<file path="src/rtl/mem_stage_pkg.sv">
// Shared definitions for the memory stage: op encodings, widths and FSM states.
package mem_stage_pkg;

  localparam int OpLen      = 4;
  localparam int RegAddrLen = 5;
  localparam int CntLen     = 2;
  localparam logic [31:0] ZERO_WORD = 32'h0;

  typedef enum logic [OpLen-1:0] {
    OP_NOP = 4'h0, OP_ADD = 4'h1, OP_SUB = 4'h2,
    OP_LB  = 4'h8, OP_LH  = 4'h9, OP_LW  = 4'hA, OP_LBU = 4'hB, OP_LHU = 4'hC,
    OP_SB  = 4'hD, OP_SH  = 4'hE, OP_SW  = 4'hF
  } op_e;

  typedef enum logic [1:0] {IDLE = 2'd0, XFER = 2'd1, DONE = 2'd2} state_e;

  function automatic logic is_load(logic [OpLen-1:0] op);
    return op inside {OP_LB, OP_LH, OP_LW, OP_LBU, OP_LHU};
  endfunction

  function automatic logic is_store(logic [OpLen-1:0] op);
    return op inside {OP_SB, OP_SH, OP_SW};
  endfunction

  // Index of the final byte of the access (n-1).
  function automatic logic [CntLen-1:0] last_byte(logic [OpLen-1:0] op);
    case (op)
      OP_LB, OP_LBU, OP_SB: return 2'd0;
      OP_LH, OP_LHU, OP_SH: return 2'd1;
      default:              return 2'd3;
    endcase
  endfunction

endpackage

</file>
<file path="src/rtl/mem_stage_if.sv">
// EX->MEM instruction, byte-wide memory port and writeback bundle.
// MEM_FWD_EN adds the forwarding pair fwd_addr/fwd_data.
interface mem_stage_if import mem_stage_pkg::*; #(
  parameter int ADDR_W = 32,
  parameter int DATA_W = 32,
  parameter int BYTE_W = 8
);
  logic [OpLen-1:0]      op_i;
  logic [ADDR_W-1:0]     mem_addr_i;
  logic [DATA_W-1:0]     rd_data_i;
  logic [RegAddrLen-1:0] rd_addr_i;
  logic                  in_valid;
  logic                  mem_req;
  logic                  mem_wr;
  logic [ADDR_W-1:0]     mem_a;
  logic [BYTE_W-1:0]     mem_dout;
  logic                  mem_ack;
  logic [BYTE_W-1:0]     mem_din;
  logic                  wb_valid;
  logic [DATA_W-1:0]     wb_data;
  logic [RegAddrLen-1:0] wb_addr;
  logic                  mem_stall;
`ifdef MEM_FWD_EN
  logic [RegAddrLen-1:0] fwd_addr;
  logic [DATA_W-1:0]     fwd_data;
`endif

  modport slave (
    input  op_i, mem_addr_i, rd_data_i, rd_addr_i, in_valid, mem_ack, mem_din,
    output mem_req, mem_wr, mem_a, mem_dout, wb_valid, wb_data, wb_addr, mem_stall
`ifdef MEM_FWD_EN
    , output fwd_addr, fwd_data
`endif
  );

  modport master (
    output op_i, mem_addr_i, rd_data_i, rd_addr_i, in_valid, mem_ack, mem_din,
    input  mem_req, mem_wr, mem_a, mem_dout, wb_valid, wb_data, wb_addr, mem_stall
`ifdef MEM_FWD_EN
    , input fwd_addr, fwd_data
`endif
  );
endinterface

</file>
<file path="src/rtl/mem_stage_load_ext.sv">
// Sign/zero extension of an assembled load word according to the load op.
module load_ext import mem_stage_pkg::*; #(
  parameter int DATA_W = 32
) (
  input  logic [OpLen-1:0]  op,
  input  logic [DATA_W-1:0] raw,
  output logic [DATA_W-1:0] ext
);
  always_comb begin
    ext = raw;
    case (op)
      OP_LB:   ext = {{(DATA_W-8){raw[7]}},   raw[7:0]};
      OP_LBU:  ext = {{(DATA_W-8){1'b0}},     raw[7:0]};
      OP_LH:   ext = {{(DATA_W-16){raw[15]}}, raw[15:0]};
      OP_LHU:  ext = {{(DATA_W-16){1'b0}},    raw[15:0]};
      default: ext = raw;
    endcase
  end
endmodule

</file>
<file path="src/rtl/mem_stage.sv">
// Memory stage: ALU results pass through in one cycle, loads/stores are split
// into little-endian byte transfers. Optional forwarding port under MEM_FWD_EN.
module mem_stage import mem_stage_pkg::*; #(
  parameter int ADDR_W = 32,
  parameter int DATA_W = 32,
  parameter int BYTE_W = 8
) (
  input logic        clk,
  input logic        rst,
  input logic        rdy,
  mem_stage_if.slave bus
);
  state_e                state_q, state_d;
  logic [CntLen-1:0]     cnt_q, cnt_d, last_q, last_d, nxt;
  logic [OpLen-1:0]      op_q, op_d;
  logic [ADDR_W-1:0]     base_q, base_d;
  logic [DATA_W-1:0]     buf_q, buf_d;
  logic [RegAddrLen-1:0] rd_q, rd_d;
  logic                  mem_req_q, mem_req_d, mem_wr_q, mem_wr_d;
  logic [ADDR_W-1:0]     mem_a_q, mem_a_d;
  logic [BYTE_W-1:0]     mem_dout_q, mem_dout_d;
  logic                  wb_valid_q, wb_valid_d, mem_stall_q, mem_stall_d;
  logic [DATA_W-1:0]     wb_data_q, wb_data_d;
  logic [RegAddrLen-1:0] wb_addr_q, wb_addr_d;
  logic [DATA_W-1:0]     word_now, ext_word;
  logic                  take_mem;

  assign take_mem = (state_q == IDLE) && bus.in_valid &&
                    (is_load(bus.op_i) || is_store(bus.op_i));
  assign nxt = cnt_q + 1'b1;

  // Load word with the byte arriving this cycle already merged in.
  always_comb begin
    word_now = buf_q;
    word_now[cnt_q*BYTE_W +: BYTE_W] = bus.mem_din;
  end

  load_ext #(.DATA_W(DATA_W)) u_ext (.op(op_q), .raw(word_now), .ext(ext_word));

  always_comb begin
    state_d = state_q; cnt_d = cnt_q; last_d = last_q; op_d = op_q;
    base_d = base_q; buf_d = buf_q; rd_d = rd_q;
    mem_req_d = mem_req_q; mem_wr_d = mem_wr_q; mem_a_d = mem_a_q; mem_dout_d = mem_dout_q;
    wb_valid_d = wb_valid_q; wb_data_d = wb_data_q; wb_addr_d = wb_addr_q;
    mem_stall_d = mem_stall_q;
    if (rdy) begin
      case (state_q)
        IDLE: begin
          wb_valid_d = 1'b0;
          if (take_mem) begin
            state_d = XFER; cnt_d = '0; last_d = last_byte(bus.op_i); op_d = bus.op_i;
            base_d = bus.mem_addr_i; rd_d = bus.rd_addr_i;
            buf_d = is_store(bus.op_i) ? bus.rd_data_i : '0;
            mem_req_d = 1'b1; mem_wr_d = is_store(bus.op_i); mem_a_d = bus.mem_addr_i;
            mem_dout_d = bus.rd_data_i[BYTE_W-1:0]; mem_stall_d = 1'b1;
          end else if (bus.in_valid) begin
            wb_valid_d = 1'b1; wb_data_d = bus.rd_data_i; wb_addr_d = bus.rd_addr_i;
          end
        end
        XFER: if (bus.mem_ack) begin
          if (is_load(op_q)) buf_d = word_now;
          if (cnt_q == last_q) begin
            state_d = DONE; mem_req_d = 1'b0; mem_wr_d = 1'b0; mem_stall_d = 1'b0;
            wb_valid_d = 1'b1;
            wb_data_d = is_load(op_q) ? ext_word : DATA_W'(ZERO_WORD);
            wb_addr_d = is_load(op_q) ? rd_q : '0;
          end else begin
            cnt_d = nxt;
            mem_a_d = base_q + ADDR_W'(nxt);
            mem_dout_d = buf_q[nxt*BYTE_W +: BYTE_W];
          end
        end
        DONE: begin
          wb_valid_d = 1'b0; state_d = IDLE;
        end
        default: state_d = IDLE;
      endcase
    end
  end

  always_ff @(posedge clk or posedge rst) begin
    if (rst) begin
      state_q <= IDLE; cnt_q <= '0; last_q <= '0; op_q <= '0;
      base_q <= '0; buf_q <= '0; rd_q <= '0;
      mem_req_q <= 1'b0; mem_wr_q <= 1'b0; mem_a_q <= '0; mem_dout_q <= '0;
      wb_valid_q <= 1'b0; wb_data_q <= '0; wb_addr_q <= '0; mem_stall_q <= 1'b0;
    end else begin
      state_q <= state_d; cnt_q <= cnt_d; last_q <= last_d; op_q <= op_d;
      base_q <= base_d; buf_q <= buf_d; rd_q <= rd_d;
      mem_req_q <= mem_req_d; mem_wr_q <= mem_wr_d; mem_a_q <= mem_a_d; mem_dout_q <= mem_dout_d;
      wb_valid_q <= wb_valid_d; wb_data_q <= wb_data_d; wb_addr_q <= wb_addr_d;
      mem_stall_q <= mem_stall_d;
    end
  end

  assign bus.mem_req   = mem_req_q;
  assign bus.mem_wr    = mem_wr_q;
  assign bus.mem_a     = mem_a_q;
  assign bus.mem_dout  = mem_dout_q;
  assign bus.wb_valid  = wb_valid_q;
  assign bus.wb_data   = wb_data_q;
  assign bus.wb_addr   = wb_addr_q;
  assign bus.mem_stall = mem_stall_q | take_mem;

`ifdef MEM_FWD_EN
  assign bus.fwd_addr = wb_valid_q ? wb_addr_q : '0;
  assign bus.fwd_data = wb_valid_q ? wb_data_q : '0;
`endif

endmodule

</file>
<file path="src/flat_wrapper.sv">
// flat-port wrapper written by rule: the top's interface ports become plain ports
module mem_stage_flat import mem_stage_pkg::*;
#(
  parameter int ADDR_W = 32,
  parameter int DATA_W = 32,
  parameter int BYTE_W = 8
)
  (clk, rst, rdy, bus_op_i, bus_mem_addr_i, bus_rd_data_i, bus_rd_addr_i, bus_in_valid, bus_mem_ack, bus_mem_din, bus_mem_req, bus_mem_wr, bus_mem_a, bus_mem_dout, bus_wb_valid, bus_wb_data, bus_wb_addr, bus_mem_stall);
  mem_stage_if #(.ADDR_W(ADDR_W), .DATA_W(DATA_W), .BYTE_W(BYTE_W)) bus_i ();
  input logic clk;
  input logic rst;
  input logic rdy;
  input wire logic [$bits(bus_i.op_i)-1:0] bus_op_i;
  input wire logic [$bits(bus_i.mem_addr_i)-1:0] bus_mem_addr_i;
  input wire logic [$bits(bus_i.rd_data_i)-1:0] bus_rd_data_i;
  input wire logic [$bits(bus_i.rd_addr_i)-1:0] bus_rd_addr_i;
  input wire logic [$bits(bus_i.in_valid)-1:0] bus_in_valid;
  input wire logic [$bits(bus_i.mem_ack)-1:0] bus_mem_ack;
  input wire logic [$bits(bus_i.mem_din)-1:0] bus_mem_din;
  output wire logic [$bits(bus_i.mem_req)-1:0] bus_mem_req;
  output wire logic [$bits(bus_i.mem_wr)-1:0] bus_mem_wr;
  output wire logic [$bits(bus_i.mem_a)-1:0] bus_mem_a;
  output wire logic [$bits(bus_i.mem_dout)-1:0] bus_mem_dout;
  output wire logic [$bits(bus_i.wb_valid)-1:0] bus_wb_valid;
  output wire logic [$bits(bus_i.wb_data)-1:0] bus_wb_data;
  output wire logic [$bits(bus_i.wb_addr)-1:0] bus_wb_addr;
  output wire logic [$bits(bus_i.mem_stall)-1:0] bus_mem_stall;
  assign bus_i.op_i = bus_op_i;
  assign bus_i.mem_addr_i = bus_mem_addr_i;
  assign bus_i.rd_data_i = bus_rd_data_i;
  assign bus_i.rd_addr_i = bus_rd_addr_i;
  assign bus_i.in_valid = bus_in_valid;
  assign bus_i.mem_ack = bus_mem_ack;
  assign bus_i.mem_din = bus_mem_din;
  assign bus_mem_req = bus_i.mem_req;
  assign bus_mem_wr = bus_i.mem_wr;
  assign bus_mem_a = bus_i.mem_a;
  assign bus_mem_dout = bus_i.mem_dout;
  assign bus_wb_valid = bus_i.wb_valid;
  assign bus_wb_data = bus_i.wb_data;
  assign bus_wb_addr = bus_i.wb_addr;
  assign bus_mem_stall = bus_i.mem_stall;
  mem_stage #(.ADDR_W(ADDR_W), .DATA_W(DATA_W), .BYTE_W(BYTE_W)) u_core (.clk(clk), .rst(rst), .rdy(rdy), .bus(bus_i));
endmodule
</file>
<file path="config.mk">
export PLATFORM = sky130hd
export DESIGN_NAME = mem_stage_flat
export DESIGN_NICKNAME = d
export VERILOG_FILES = /design/src/rtl/mem_stage_pkg.sv /design/src/rtl/mem_stage_if.sv /design/src/rtl/mem_stage_load_ext.sv /design/src/rtl/mem_stage.sv /design/src/flat_wrapper.sv
export SDC_FILE = /design/constraint.sdc
export NUM_CORES = 1
export LEC_CHECK = 0
export CORE_AREA = 4 4 148 150
export CTS_CLUSTER_SIZE = 20
export DETAILED_ROUTE_END_ITERATION = 8
export DIE_AREA = 0 0 152 154
export PLACE_DENSITY_LB_ADDON = 0.3
export SYNTH_ARGS = -nofsm -noshare
export SYNTH_HDL_FRONTEND = slang
export SYNTH_SLANG_ARGS = --single-unit
</file>
<file path="constraint.sdc">
create_clock -name clk -period 13.86 [get_ports clk]
set_input_delay 1.386 -clock clk [delete_from_list [all_inputs] [get_ports clk]]
set_output_delay 1.386 -clock clk [all_outputs]
set_load 0.05 [all_outputs]
</file>
==> results of run 1 <==
==> tightest hold or removal path: stages (launching register included) <==
cell,delay [ps]
dfrtp_1,340
nand2_1,40
o21ai_0,60
==> cell usage after synthesis (11+ instances only) <==
master    number
dfrtp_1      159
a21oi_1       77
nor2_1        70
nand2_1       66
a31oi_1       50
mux2_2        41
clkbuf_1      34
nand3_1       29
nor2b_1       28
inv_1         25
o21ai_0       25
o21ai_1       25
and3_1        24
buf_2         23
a22oi_1       20
xnor2_1       20
nand2b_1      18
o21a_1        15
xor2_1        14
a21o_1        11
==> final timing paths <==
path / startpoint / end / slack (ps) / cells after the start
worst max-delay path: bus_op_i[3] / bus_mem_stall / 9510 / 4
worst min register to register: u_core.bus.mem_a[3]$_DFFE_PP0P_ / u_core.bus.mem_a[3]$_DFFE_PP0P_ / 480 / 2
worst min-delay path: u_core.bus.mem_a[3]$_DFFE_PP0P_ / u_core.bus.mem_a[3]$_DFFE_PP0P_ / 480 / 2
max in group asynchronous: rst / u_core.base_q[19]$_DFFE_PP0P_ / 11040 / 3
worst max register to register: u_core.cnt_q[0]$_DFFE_PP0P_ / u_core.bus.mem_a[23]$_DFFE_PP0P_ / 10360 / 9
min in group asynchronous: rst / u_core.bus.mem_a[0]$_DFFE_PP0P_ / 1480 / 2
==> power breakdown <==
group / switching, mW / internal [mW]
registers: 0.202 / 0.701
logic: 1.09 / 0.647
clock network: 0.206 / 0.268
total: 1.49 / 1.62
==> cells by family (layout without fill, tap and decap cells) <==
group           Yosys count  in the layout  share of synthesized area
other cells               0              1                          0
mux                      59             59                     0.0850
xor+xnor                 34             34                     0.0341
buf+inv                  91            232                     0.0463
simple gates            288            288                      0.174
compound gates          262            262                      0.188
fa+ha+maj                11             11                     0.0166
flops                   159            159                      0.456
==> cell type report <==
class | count | area, um2 | area share
Multi-Input combinational cell | 654 | 4360 | 0.393
Sequential cell | 159 | 3980 | 0.359
Timing Repair Buffer | 175 | 1730 | 0.156
Clock buffer | 18 | 429 | 0.0387
Tap cell | 275 | 344 | 0.0310
Clock inverter | 14 | 155 | 0.0140
Inverter | 25 | 98.8 | 0.00891
Antenna cell | 1 | 2.50 | 0.000226
==> registers in the layout, summed over array words and instances (netlist names) <==
register,cells
u_core.bus.wb_addr,5
u_core.bus.mem_req,1
u_core.bus.wb_data,32
u_core.buf_q,32
u_core.op_q,4
u_core.bus.wb_valid,1
u_core.base_q,32
u_core.state_q,2
u_core.bus.mem_wr,1
u_core.rd_q,5
u_core.cnt_q,2
u_core.bus.mem_dout,8
u_core.bus.mem_a,32
u_core.last_q,2
==> layout by cell type (no fill, tap or decap), drive strengths merged, types with 7 or more instances in the layout <==
master	synthesis	routed
mux2	41	41
a22oi	20	20
a21o	11	11
buf	32	9
nor2b	28	28
xor2	14	14
o21ai	51	51
xnor2	20	20
o211ai	7	7
dfrtp	159	159
o221ai	8	8
inv	25	30
clkdlybuf4s50	0	166
nand2b	18	18
mux4	8	8
a22o	8	8
nand2	66	66
o21a	15	15
mux2i	10	10
ha	10	10
nor3b	10	10
a31oi	50	50
nand3	29	29
nor4	7	7
and3	24	24
a21oi	79	79
nor3	7	7
nand4	11	11
clkbuf	34	18
nor2	70	70
==> routing by layer <==
layer / up-vias / wire [um] / share of wire
met2: 263 / 11700 / 0.47
met3: 37 / 1770 / 0.071
met4: 4 / 374 / 0.015
met1: 3651 / 11100 / 0.44
met5: - / 22 / 0.00088
li1: 3516 / - / -
==> flow_summary.json, run 1 <==
{
  "h-tree-depth": 4,
  "cap_violations": 0,
  "die_h_um": 154,
  "yosysUniqueCellTypes": 61,
  "insertion_delay_ps": 430,
  "cp.arrival_ps": 2970,
  "grt_max_degree": 98,
  "dp_cells": 1288,
  "skew_ps": 11.1,
  "cts_tree": "built",
  "setup_ws_ps": 9510,
  "via_per_inst": 5.66,
  "dieArea_um2": 23400,
  "fp-row-count": 53,
  "critPathRequiredTime_ps": 12470,
  "synth_area_leaders": "dfrtp_1 (46%), mux2_2 (5.3%), a21oi_1 (4.4%), a31oi_1 (3.6%), nor2_1 (3.0%)",
  "drtIter0Drc": 545,
  "antenna_found_initial": 3,
  "routedWlPerCell_um": 18.9,
  "postPlaceCellArea_um2": 10500,
  "async_reset_ff_frac": 1.00,
  "post_cts_buffers": 0,
  "synth_edf_count": 0,
  "core_um2": 20700,
  "final_cell_area_um2": 11100,
  "tightestPinTransition_ps": 1270,
  "hold_viol": 0,
  "final_core_util": 0.536,
  "dp_hpwl_um": 17000,
  "grt_pass1_wl_um": 39100,
  "gp_congestion": 0.852,
  "io_pins": 167,
  "wirelength_um": 24900,
  "fin_cells": 1321,
  "synth_cells": 904,
  "yosys_warnings": 0,
  "cellPowerDensity_nw_per_um2": 280,
  "grt_pass1_vias": 7180,
  "ant_nets": 0,
  "cts-root-buf": "clkbuf_16",
  "place_ws_ps": 9400,
  "globalRouteMet1Util": 0.287,
  "max_stage_delay_ps": 790,
  "cts.reportedPaths.clkPinSlew_ps": 70,
  "holdBufCountCts": 0,
  "drcViolationCount": 0,
  "cts_buffers": 17,
  "ys_ff_latch": 159,
  "fmax_mhz": 230,
  "status": "finished clean",
  "slew_violations": 0,
  "grt_use_total": 0.207,
  "netlist_area_um2": 8730,
  "first_pass_iters": 6,
  "hold_class": "reg -> reg",
  "max_slew_margin": 0.151,
  "grt_util_met2": 0.324,
  "min_period_ps": 4350,
  "cp_slowest_cell": "clkdlybuf4s50_1",
  "grt.overflow.total": 0,
  "rsz0062_at_grt": "no",
  "p_total_mw": 3.11,
  "cts_sinks": 159,
  "chipWidth_um": 152,
  "cp-start-kind": "primary input",
  "p_leak_nw": 4.47,
  "final.setup.tns_ps": 0,
  "ir_drop_mv": 0.141,
  "cts_buffer_depth": 2,
  "cts_resized": 0,
  "ys.flop_type": "dfrtp_1",
  "final.fill_count": 1886,
  "yosys.area.top_type_share": 0.456,
  "hold_ws_ps": 475,
  "syn_to_final_growth_pct": 27.1,
  "synth_nets": 1001,
  "setup.worst_path.end_class": "output pin",
  "path_max_fanout": 8,
  "path_buf_inv": 2,
  "numPortBuffers": 166,
  "grt_busiest_layer": "met2",
  "initial_core_util": 0.422,
  "fin_crit_sh": 0.314,
  "synth_area_leader_cell": "dfrtp_1",
  "path_class": "in -> out",
  "layout.nets": 1129,
  "path_delay_family": "buffers and inverters",
  "use_met3": 0.0515,
  "via_count": 7471,
  "setup_viol": 0,
  "path_cells": "clkdlybuf4s50_1 -> nand3_1 -> nand2_1 -> clkdlybuf4s50_1",
  "synth.avg_cell_area_um2": 9.65,
  "layout-drive-gt1-share": 0.103,
  "cpMostUsedCell": "clkdlybuf4s50_1",
  "ys_seq_area_frac": 0.456
}
Note: power is estimated with default switching activity, not from simulation.
==> inputs of run 2 (changes only) <==
- clock period: 13.86 -> 4.4 ns (I/O delays scaled with it)
==> flow_summary.json, run 2 (same netlist as run 1, synthesis figures left out) <==
{
  "grt_pass1_wl_um": 40500,
  "numPortBuffers": 166,
  "grt_max_degree": 160,
  "final_core_util": 0.539,
  "cts_resized": 0,
  "path_cells": "inv_1 -> ha_1 -> buf_4 -> fa_1 -> and3_1 -> and3_1 -> nand4_1 -> xor2_1 -> o21ai_1",
  "worstHoldEndpoint": "u_core.bus.mem_a[2]$_DFFE_PP0P_",
  "setup_ws_ps": 966,
  "final.fill_count": 1903,
  "clock_power_share": 0.156,
  "grt.overflow.total": 0,
  "first_pass_iters": 5,
  "max_stage_delay_ps": 840,
  "mostFrequentLayoutCell": "clkdlybuf4s50_1",
  "worstHoldStart": "u_core.bus.mem_a[2]$_DFFE_PP0P_",
  "postPlaceCellArea_um2": 10500,
  "io_pins": 167,
  "drcViolationCount": 0,
  "p_leak_nw": 4.49,
  "min_period_ps": 3430,
  "dp_cells": 1290,
  "setup.worst_path.end_class": "flop",
  "path_class": "reg -> reg",
  "cts_sinks": 159,
  "gp_congestion": 0.861,
  "initial_core_util": 0.422,
  "cp_slowest_cell": "dfrtp_1",
  "cts_tree": "built",
  "hold_path_depth": 2,
  "path_max_fanout": 20,
  "hold_class": "reg -> reg",
  "dp_hpwl_um": 17400,
  "p_int_mw": 5.17,
  "via_count": 7435,
  "setup_viol": 0,
  "mostFrequentLayoutCells": "clkdlybuf4s50_1 (166), dfrtp_1 (159), a21oi_1 (77), nor2_1 (70), nand2_1 (66)",
  "cts.reportedPaths.clkPinSlew_ps": 60,
  "final_cell_area_um2": 11100,
  "skew_ps": 9.61,
  "regToRegEndpoint": "u_core.bus.mem_a[14]$_DFFE_PP0P_",
  "ant_nets": 0,
  "fmax_mhz": 291,
  "chipWidth_um": 152,
  "rr_worst_depth": 9,
  "r2r_slack_ps": 970,
  "critPathRequiredTime_ps": 4670,
  "pwr-share-comb": 0.551,
  "place_ws_ps": 913,
  "antenna_cells": 0,
  "cp-start-kind": "flop",
  "final.setup.tns_ps": 0,
  "routedWlPerCell_um": 18.9,
  "grt_pass1_vias": 7384,
  "post_cts_buffers": 0,
  "fin_cells": 1322,
  "insertion_delay_ps": 430,
  "switching_share": 0.475,
  "syn_to_final_growth_pct": 27.7,
  "cellPowerDensity_nw_per_um2": 883,
  "ir_drop_mv": 0.459,
  "hold_viol": 0,
  "via_per_inst": 5.62,
  "tightestPinTransition_ps": 1180,
  "cp.arrival_ps": 3700,
  "power_switching_mw": 4.67,
  "holdBufCountCts": 0,
  "core_um2": 20700,
  "hold_ws_ps": 482,
  "max_slew_margin": 0.215,
  "cpMostUsedCell": "and3_1",
  "fin_crit_sh": 0.780,
  "h-tree-depth": 4,
  "die_h_um": 154,
  "cts_buffer_depth": 2,
  "layout-drive-gt1-share": 0.104,
  "seqPwrFrac": 0.293,
  "p_total_mw": 9.83,
  "cap_violations": 0,
  "dieArea_um2": 23400,
  "antenna_found_initial": 0,
  "cts_buffers": 17,
  "fp-row-count": 53,
  "grt_use_total": 0.213,
  "rsz0062_at_grt": "no",
  "wirelength_um": 25000,
  "status": "finished clean",
  "r2r-start": "u_core.cnt_q[0]$_DFFE_PP0P_",
  "drtIter0Drc": 629,
  "cts-root-buf": "clkbuf_16",
  "layout.nets": 1131,
  "slew_violations": 0
}
[run 2: layer usage]
metal / up-vias / global-route usage / wire length [um]
met4: 0 / 0.0736 / 596
met3: 43 / 0.0524 / 1620
met5: - / 0 / 0
met1: 3630 / 0.295 / 11300
li1: 3504 / - / -
met2: 258 / 0.328 / 11500
[run 2: worst max-delay path by stage]
stage / from / to / slack, ps / depth (start not counted)
floorplan: u_core.cnt_q[0]$_DFFE_PP0P_ / u_core.bus.mem_a[23]$_DFFE_PP0P_ / 1800 / 10
global placement: u_core.cnt_q[0]$_DFFE_PP0P_ / u_core.bus.mem_a[22]$_DFFE_PP0P_ / 1050 / 9
detailed placement: bus_op_i[3] / u_core.bus.mem_a[27]$_DFFE_PP0P_ / 910 / 6
CTS: u_core.cnt_q[0]$_DFFE_PP0P_ / u_core.bus.mem_a[14]$_DFFE_PP0P_ / 980 / 9
global route: u_core.cnt_q[0]$_DFFE_PP0P_ / u_core.bus.wb_data[30]$_DFFE_PP0P_ / 610 / 8
finish: u_core.cnt_q[0]$_DFFE_PP0P_ / u_core.bus.mem_a[14]$_DFFE_PP0P_ / 970 / 9
[run 2: critical path, delay by kind of cell (launching register included)]
kind                       cells  cell delay, ps
AOI/OAI and AO/OA              1             110
DFF                            1             840
adders and majority gates      2             860
buffers and inverters          2             500
and+or+nand+nor                3             750
xor gates and xnor gates       1             210
[run 2: power by group through the flow]
stage	Clock, mW	Combinational [mW]	Sequential (mW)
2_1_floorplan	0	2.77	3.91
3_3_place_gp	0	5.34	2.87
3_5_place_dp	0	5.42	2.88
4_1_cts	1.56	5.44	2.87
5_1_grt	1.61	5.88	2.97
6_report	1.53	5.42	2.88
[run 2: final cells by class]
cell class / instances / area [um2] / share of cell area
clock buffer: 20 / 447 / 0.0401
clock inverter: 12 / 160 / 0.0144
inverter: 25 / 97.6 / 0.00876
timing repair buffer: 177 / 1760 / 0.158
tap: 275 / 344 / 0.0309
sequential: 159 / 3980 / 0.357
multi-input combinational: 654 / 4360 / 0.391
==> inputs of run 3 (changes only) <==
- clock period: 4.4 -> 3.35 ns (I/O delays scaled with it)
==> flow_summary.json, run 3 (same netlist as run 1, synthesis figures left out) <==
{
  "status": "finished clean",
  "drtIter0Drc": 661,
  "initial_core_util": 0.422,
  "cts_buffers": 17,
  "hold_viol": 0,
  "path_max_fanout": 17,
  "grt_use_total": 0.216,
  "cts_sinks": 159,
  "cts.reportedPaths.clkPinSlew_ps": 70,
  "final_cell_area_um2": 11200,
  "cp-start-kind": "flop",
  "post_cts_buffers": 0,
  "cts_buffer_depth": 2,
  "drcViolationCount": 0,
  "grt_max_degree": 160,
  "holdBufCountCts": 0,
  "io_pins": 167,
  "cts_tree": "built",
  "critPathRequiredTime_ps": 3700,
  "h-tree-depth": 4,
  "setup_viol": 0,
  "p_leak_nw": 4.54,
  "via_per_inst": 5.59,
  "syn_to_final_growth_pct": 28.7,
  "grt_pass1_wl_um": 41000,
  "fp-row-count": 53,
  "first_pass_iters": 6,
  "cap_violations": 0,
  "min_period_ps": 2980,
  "mostFrequentLayoutCell": "clkdlybuf4s50_1",
  "tightestPinTransition_ps": 978,
  "core_um2": 20700,
  "die_h_um": 154,
  "setup.worst_path.end_class": "flop",
  "hold_ws_ps": 450,
  "rsz0062_at_grt": "no",
  "final.setup.tns_ps": 0,
  "cp.arrival_ps": 3340,
  "mostFrequentLayoutCells": "clkdlybuf4s50_1 (166), dfrtp_1 (159), a21oi_1 (77), nor2_1 (70), nand2_1 (66)",
  "path_class": "reg -> reg",
  "skew_ps": 9.45,
  "place_ws_ps": 395,
  "routedWlPerCell_um": 19.1,
  "layout-drive-gt1-share": 0.111,
  "grt_pass1_vias": 7620,
  "hold_class": "in -> async",
  "ant_nets": 0,
  "fmax_mhz": 335,
  "cts_resized": 0,
  "antenna_cells": 0,
  "slew_violations": 0,
  "dp_hpwl_um": 17300,
  "antenna_found_initial": 0,
  "setup_ws_ps": 365,
  "fin_crit_sh": 0.891,
  "insertion_delay_ps": 430,
  "grt.overflow.total": 0,
  "wirelength_um": 25400,
  "final.fill_count": 1913,
  "layout.nets": 1137,
  "cts-root-buf": "clkbuf_16",
  "dieArea_um2": 23400,
  "numPortBuffers": 166,
  "chipWidth_um": 152,
  "via_count": 7422,
  "max_slew_margin": 0.348,
  "postPlaceCellArea_um2": 10600,
  "ir_drop_mv": 0.834,
  "p_total_mw": 13.1,
  "cellPowerDensity_nw_per_um2": 1160,
  "gp_congestion": 0.893
}
run 3: worst paths after layout:
| path | from | end | slack [ps] | depth (start not counted) |
|---|---|---|---|---|
| setup / recovery | u_core.cnt_q[1]$_DFFE_PP0P_ | u_core.bus.wb_data[26]$_DFFE_PP0P_ | 370 | 7 |
| hold / removal | rst | u_core.bus.wb_data[6]$_DFFE_PP0P_ | 450 | 3 |
| setup reg to reg | u_core.cnt_q[1]$_DFFE_PP0P_ | u_core.bus.wb_data[26]$_DFFE_PP0P_ | 370 | 7 |
| hold reg to reg | u_core.bus.mem_a[2]$_DFFE_PP0P_ | u_core.bus.mem_a[2]$_DFFE_PP0P_ | 480 | 2 |
| max in group asynchronous | rst | u_core.buf_q[15]$_DFFE_PP0P_ | 2130 | 3 |
| min in group clk | u_core.bus.mem_a[2]$_DFFE_PP0P_ | u_core.bus.mem_a[2]$_DFFE_PP0P_ | 480 | 2 |
run 3: critical path, stage by stage (launching register included):
cell and delay (ps):
dfrtp_1 440, inv_1 150, ha_1 540, nor4bb_1 650, o211a_1 440, a311o_2 380
a22oi_1 120, a21oi_1 190
run 3: area by class of cell:
cell class	instances	area, um2	area share
multi-input cells	654	4360	0.388
flip-flops and latches	159	3980	0.354
repair buffers	183	1810	0.161
clock buffers	22	494	0.0440
well taps	275	344	0.0306
clock inverters	10	149	0.0133
inverters	25	97.6	0.00869
run 3: through the flow:
| step | cells | util |
|---|---|---|
| 5_1_grt | 1328 | 0.543 |
| 2_1_floorplan | 904 | - |
| 6_report | 1328 | 0.543 |
| 3_5_place_dp | 1296 | 0.512 |
| 4_1_cts | 1328 | 0.543 |
| 3_3_place_gp | 1296 | 0.512 |
run 3: per-layer routing:
layer	vias up	routed length (um)	track usage
met4	0	429	0.0539
li1	3518	-	-
met2	282	11800	0.338
met5	-	0	0
met3	33	1680	0.0504
met1	3589	11500	0.304
run 3: report_power, final:
part           internal, mW  total (mW)  leakage (nW)  switching, mW
clock                  1.28        2.10         0.310          0.819
sequential             2.90        3.76          1.89          0.865
combinational          2.73        7.21          2.35           4.48
total                  6.91        13.1          4.54           6.16
